## src/rtl/pipeline_ctrl.sv

```systemverilog
// Stall/flush sequencer for the 5-stage pipeline: merges hazard, branch, miss and halt
// requests into per-stage enables/flushes and arbitrates the shared memory fill port.
module pipeline_ctrl #(
    parameter int unsigned DRAIN_CYCLES = 3,
    parameter int unsigned FILL_TIMEOUT = 64
) (
    input  logic clk,
    input  logic rst,
    input  logic ld_use_stall,
    input  logic branch_taken,
    input  logic halt_id,
    input  logic imiss,
    input  logic dmiss,
    input  logic mem_done,
    output logic pc_en,
    output logic if_id_en,
    output logic id_ex_en,
    output logic ex_mem_en,
    output logic mem_wb_en,
    output logic if_id_flush,
    output logic id_ex_flush,
    output logic mem_req,
    output logic mem_sel,
    output logic halted,
    output logic fill_err
);

    localparam int unsigned DW = $clog2(DRAIN_CYCLES + 1);
    localparam int unsigned FW = $clog2(FILL_TIMEOUT);
    localparam logic [DW-1:0] DRAIN_LOAD = DW'(DRAIN_CYCLES);
    localparam logic [FW-1:0] FILL_MAX   = FW'(FILL_TIMEOUT - 1);

    typedef enum logic [2:0] {StRun, StFillD, StFillI, StDrain, StHalt} state_e;

    state_e        state_q, state_d;
    logic [DW-1:0] drain_cnt_q, drain_cnt_d;
    logic [FW-1:0] fill_cnt_q, fill_cnt_d;
    logic          ret_q, ret_d;
    logic          fill_err_q, fill_err_d;

    always_ff @(posedge clk or posedge rst) begin
        if (rst) begin
            state_q     <= StRun;
            drain_cnt_q <= '0;
            fill_cnt_q  <= '0;
            ret_q       <= 1'b0;
            fill_err_q  <= 1'b0;
        end else begin
            state_q     <= state_d;
            drain_cnt_q <= drain_cnt_d;
            fill_cnt_q  <= fill_cnt_d;
            ret_q       <= ret_d;
            fill_err_q  <= fill_err_d;
        end
    end

    always_comb begin
        state_d     = state_q;
        drain_cnt_d = drain_cnt_q;
        fill_cnt_d  = fill_cnt_q;
        ret_d       = ret_q;
        fill_err_d  = fill_err_q;
        pc_en       = 1'b0;
        if_id_en    = 1'b0;
        id_ex_en    = 1'b0;
        ex_mem_en   = 1'b0;
        mem_wb_en   = 1'b0;
        if_id_flush = 1'b0;
        id_ex_flush = 1'b0;
        mem_req     = 1'b0;
        mem_sel     = 1'b0;
        halted      = 1'b0;

        // Outputs are forced quiet for the whole time rst is held, not just after the edge.
        if (!rst) begin
            case (state_q)
                StRun: begin
                    if (dmiss) begin
                        state_d = StFillD;
                        ret_d   = 1'b0;
                    end else if (imiss) begin
                        state_d = StFillI;
                        ret_d   = 1'b0;
                    end else if (ld_use_stall) begin
                        id_ex_en    = 1'b1;
                        ex_mem_en   = 1'b1;
                        mem_wb_en   = 1'b1;
                        id_ex_flush = 1'b1;
                    end else if (halt_id) begin
                        if_id_en    = 1'b1;
                        id_ex_en    = 1'b1;
                        ex_mem_en   = 1'b1;
                        mem_wb_en   = 1'b1;
                        if_id_flush = 1'b1;
                        drain_cnt_d = DRAIN_LOAD;
                        state_d     = StDrain;
                    end else begin
                        pc_en       = 1'b1;
                        if_id_en    = 1'b1;
                        id_ex_en    = 1'b1;
                        ex_mem_en   = 1'b1;
                        mem_wb_en   = 1'b1;
                        if_id_flush = branch_taken;
                    end
                end
                StFillD, StFillI: begin
                    mem_req = 1'b1;
                    mem_sel = (state_q == StFillD);
                    if (mem_done) begin
                        fill_cnt_d = '0;
                        // Chain straight into the I-fill so mem_req never drops between fills.
                        if (state_q == StFillD && imiss) begin
                            state_d = StFillI;
                        end else begin
                            state_d = ret_q ? StDrain : StRun;
                        end
                    end else if (fill_cnt_q == FILL_MAX) begin
                        fill_err_d = 1'b1;
                    end else begin
                        fill_cnt_d = fill_cnt_q + FW'(1);
                    end
                end
                StDrain: begin
                    if (dmiss) begin
                        state_d = StFillD;
                        ret_d   = 1'b1;
                    end else begin
                        if_id_en    = 1'b1;
                        id_ex_en    = 1'b1;
                        ex_mem_en   = 1'b1;
                        mem_wb_en   = 1'b1;
                        if_id_flush = 1'b1;
                        if (drain_cnt_q <= DW'(1)) begin
                            drain_cnt_d = '0;
                            state_d     = StHalt;
                        end else begin
                            drain_cnt_d = drain_cnt_q - DW'(1);
                        end
                    end
                end
                StHalt: begin
                    halted = 1'b1;
                end
                default: begin
                    state_d = StRun;
                end
            endcase
        end
    end

    assign fill_err = fill_err_q;

endmodule
```

## config.mk

```make
export PLATFORM = sky130hd
export DESIGN_NAME = pipeline_ctrl
export DESIGN_NICKNAME = d
export VERILOG_FILES = /design/src/rtl/pipeline_ctrl.sv
export SDC_FILE = /design/constraint.sdc
export NUM_CORES = 1
export LEC_CHECK = 0
export ABC_AREA = 1
export BUFFER_PORTS_ARGS = -buffer_cell sky130_fd_sc_hd__buf_4
export CAP_MARGIN = 20
export CORE_MARGIN = 2
export CORE_UTILIZATION = 55
export CTS_CLUSTER_SIZE = 24
export DETAILED_ROUTE_END_ITERATION = 10
export PLACE_DENSITY_LB_ADDON = 0.3
export SLEW_MARGIN = 30
export SYNTH_ARGS = -nofsm -noshare
export SYNTH_HDL_FRONTEND = slang
export SYNTH_SLANG_ARGS = --single-unit
```

## constraint.sdc

```tcl
create_clock -name clk -period 4.5 [get_ports clk]
set_clock_uncertainty 0.15 [all_clocks]
set_input_delay 0 -clock clk [delete_from_list [all_inputs] [get_ports clk]]
set_output_delay 0 -clock clk [all_outputs]
set_load 0.02 [all_outputs]
```

==> results.md <==
* Run status: completed
* Effective utilization at floorplan at 59.9%
* Share of synthesized area occupied by flip-flops and latches at 35.2%
* Max Buffers Root-to-Sink at 2
* Crit-path max FO at 7
* Die height at 45.0 um
* Most area-hungry cell type in the Yosys netlist: sky130_fd_sc_hd__dfrtp_1
* Final Max Tran Viols at 0
* Number of sinks driven by the clock tree at 13
* Global routing usage summed across all routing layers at 23.8%
* Final net count at 161
* Synthesized cell area at 923 um2
* GR Layer Usage met2 at 35.7%
* Worst Min Path Start: halt_id
* RSZ-0062 raised after global routing: false
* Total CTS buffers at 3
* Antenna violation net count after detailed routing at 0
* Final WS setup at 2.63 ns
* Total negative slack at 0 ns
* Number of distinct library cells after synthesis at 28
* Total of fill cells in the finished design at 114
* Power per standard cell area at 479 mW/mm2
* Internal power contribution at 283 uW
* Time the worst path needs with I/O delays and setup at 1.87 ns
* Largest incremental delay on the critical path at 0.44 ns
* Clock latency on the worst-skew pair at 0.29 ns
* Worst Path Class, Setup: flop to output pin
* Post-CTS setup repair buffer count at 0
* Area growth, synth to finish at 20.7%
* Fin crit share at 41.6%
* Required @ worst endpoint at 4.35 ns
* Switching Share at 47.0%
* Reg clk slew, reported paths at 0.09 ns
* Grt peak-use layer: met2
* # port buffers at 18
* Combinational group share of total power at 49.2%
* Psw at 252 uW
* Met3 global-route usage at 3.60%
* Via count of the routed design at 898
* Power share of the clock group at 14.4%
* Top cell type's share of synthesized area at 35.2%
* Antenna violations before repair at 0
* Number of inserted diodes at 0
* Final Hold Viols at 0
* Wire length of the first global-routing pass at 3570 um
* Maximum capacitance violations at 0
* Overall die area at 0.00202 mm2
* Cells taking the most area after synthesis: sky130_fd_sc_hd__dfrtp_1 (35%), sky130_fd_sc_hd__nand2_1 (14%), sky130_fd_sc_hd__nand3_1 (8.1%)
* Critical-path cell with the highest stage delay: sky130_fd_sc_hd__dfrtp_1
* Number of resized instances in the post-cts repair step at 0
* Multi-input logic area at 510 um2
* Sequence of cells on the critical path: inv_2, nand3_2, nor2_2, inv_1, nand2_1, inv_1, nor2_1, buf_4
* Total number of yosys warnings at 0
* Cell at the root of the clock tree: sky130_fd_sc_hd__clkbuf_4
* Cell Count Post-Placement at 159
* Core Rows at 14
* Post-Route WL at 2040 um
* Pin slew with the least headroom to its limit at 0.549 ns
* TritonCTS clock tree: done
* Data arrival time of the worst path at 1.72 ns
* Number of iterations in the first detailed-routing pass at 4
* Total I/O pin count at 19
* Pin count of the biggest net entering global routing at 15
* Post-detailed-route DRC marker count at 0
* Critical Path Start Type: flop
* Area of the placeable core at 0.00154 mm2
* Final estimated routing congestion in global placement at 0.867
* Top delay family on crit path: simple AND/OR/NAND/NOR gates
* Number of hold buffers added after cts at 4
* Count of non-filler cells in the finished layout at 167
* Net count of the mapped netlist at 138
* Vias in the first global route at 818
* Share of power burned in registers at 36.4%
* Timing startpoint of the critical path: state_q[2]$_DFFE_PP0P_
* Kind of end point of the critical path: output pin
* Average vias per placed instance at 5.38
* Class of the worst hold path: primary input to flop
* CTS HTree Levels at 1
* Crit-path most repeated cell: sky130_fd_sc_hd__inv_1
* Routed length per instance at 12.2 um
* Cells after Synth at 129
* Relative slew margins at 63.3%
* Highest clock rate at 534 MHz
* DRC violation total after the first TritonRoute iteration at 49
* Met1 global-route usage at 35.4%
* Setup violation total in the final timing report at 0
* Overflow left after global routing at 0
* Fraction of final layout cells with drive strength greater than 1 at 25.2%
* Setup slack at placement at 2.84 ns
* Die width at 45.0 um
* LEAKAGE at 0.587 nW
* Area occupied by registers at 325 um2
* Critical register-to-register path startpoint: fill_cnt_q[0]$_DFFE_PP0P_
* Peak ir drop on the vdd network at 0.291 mV
* DP HPWL at 1570 um
* Number of buffers and inverters on the critical path at 4
* Mean Syn Cell Area at 7.16 um2
* Number of register bits inferred by synthesis at 13
[cell usage after synthesis (all sizes together)]
| library cell | n |
|---|---|
| nand2 | 36 |
| nand3 | 16 |
| inv | 15 |
| dfrtp | 13 |
| nor2 | 13 |
| o21ai | 8 |
| nor3 | 5 |
| a21oi | 4 |
| buf | 4 |
| o21bai | 4 |
| or2 | 3 |
| nand3b | 2 |
| nor4 | 2 |
| a21o | 1 |
| ha | 1 |
| nand4 | 1 |
| xor2 | 1 |
[metrics by stage]
step                hold slack (ns)  utilization (%)  instance area [um2]  power, mW
finish                       0.0563             72.3                 1110      0.535
global route                  0.113             72.3                 1110      0.583
CTS                          0.0530             72.3                 1110      0.535
detailed placement          -0.0185             67.9                 1050      0.453
global placement            -0.0187             67.9                 1050      0.445
floorplan                   -0.0930                -                  923      0.397
[final cells by class]
type | count | share of cell area (%)
timing repair buffer | 22 | 15.7
tap | 16 | 1.80
multi-input combinational | 97 | 45.8
sequential | 13 | 29.2
clock inverter | 1 | 0.449
clock buffer | 3 | 2.02
inverter | 15 | 5.05
[final timing paths]
kind / end / slack (ns) / cells after the start
max: ex_mem_en / 2.63 / 8
min: drain_cnt_q[0]$_DFFE_PP0P_ / 0.06 / 5
max reg2reg: fill_cnt_q[1]$_DFFE_PP0P_ / 2.81 / 7
min reg2reg: fill_err$_DFFE_PP0P_ / 0.32 / 1
max in group asynchronous: fill_cnt_q[0]$_DFFE_PP0P_ / 3.62 / 3
min in group asynchronous: drain_cnt_q[0]$_DFFE_PP0P_ / 0.22 / 3
[placed cells by master (no fill, tap or decap)]
cell	count
sky130_fd_sc_hd__inv_1	13
sky130_fd_sc_hd__nor2_1	10
sky130_fd_sc_hd__nand2_1	35
sky130_fd_sc_hd__dfrtp_1	13
sky130_fd_sc_hd__clkbuf_4	3
sky130_fd_sc_hd__nand3_1	15
sky130_fd_sc_hd__dlygate4sd3_1	4
sky130_fd_sc_hd__xor2_1	1
sky130_fd_sc_hd__buf_4	18
sky130_fd_sc_hd__nor4_1	2
sky130_fd_sc_hd__inv_2	2
sky130_fd_sc_hd__o21bai_1	4
sky130_fd_sc_hd__nor2_4	1
sky130_fd_sc_hd__nor2_2	2
sky130_fd_sc_hd__nand3b_1	2
sky130_fd_sc_hd__ha_1	1
sky130_fd_sc_hd__o21ai_2	4
sky130_fd_sc_hd__a21oi_2	1
sky130_fd_sc_hd__clkinv_2	1
sky130_fd_sc_hd__a21oi_1	3
sky130_fd_sc_hd__nor3_1	4
sky130_fd_sc_hd__nand3_2	1
sky130_fd_sc_hd__nand4_1	1
sky130_fd_sc_hd__or2_2	3
sky130_fd_sc_hd__nor3_4	1
sky130_fd_sc_hd__o21ai_1	3
sky130_fd_sc_hd__nand2_2	1
sky130_fd_sc_hd__a21o_1	1
sky130_fd_sc_hd__o21ai_0	1
[worst register-to-register path, stage by stage (launching register included)]
cell	delay [ns]
sky130_fd_sc_hd__dfrtp_1	0.40
sky130_fd_sc_hd__ha_1	0.19
sky130_fd_sc_hd__nand3_1	0.13
sky130_fd_sc_hd__nor3_1	0.25
sky130_fd_sc_hd__inv_1	0.12
sky130_fd_sc_hd__nand2_2	0.22
sky130_fd_sc_hd__nand2_1	0.11
sky130_fd_sc_hd__o21ai_2	0.07
[power groups by stage]
stage | clock, mW | sequential (mW) | combinational (mW)
after floorplan | 0 | 0.187 | 0.210
after global placement | 0 | 0.194 | 0.251
after detailed placement | 0 | 0.195 | 0.258
after CTS | 0.0791 | 0.193 | 0.262
after global routing | 0.0813 | 0.202 | 0.300
final | 0.0769 | 0.195 | 0.263
[metal layers]
layer / vias up / part of all wire (%)
met3: 4 / 3.8
met5: - / 0
li1: 464 / -
met4: 0 / 0.93
met2: 14 / 48
met1: 416 / 47
[cells by family (layout without fill, tap and decap cells)]
kind of cell | Yosys count | in the layout | share of synthesized area [%]
and+or+nand+nor | 78 | 78 | 40.4
AOI/OAI and AO/OA | 17 | 17 | 12.6
adders and majority gates | 1 | 1 | 1.35
DFF | 13 | 13 | 35.2
buffers and inverters | 19 | 41 | 9.48
xor gates and xnor gates | 1 | 1 | 0.949
[state kept, by name, summed over array words and instances, names as in the netlist]
register	flops
fill_cnt_q	6
state_q	3
drain_cnt_q	2
fill_err	1
ret_q	1
Power figures use the tool's default switching activity.
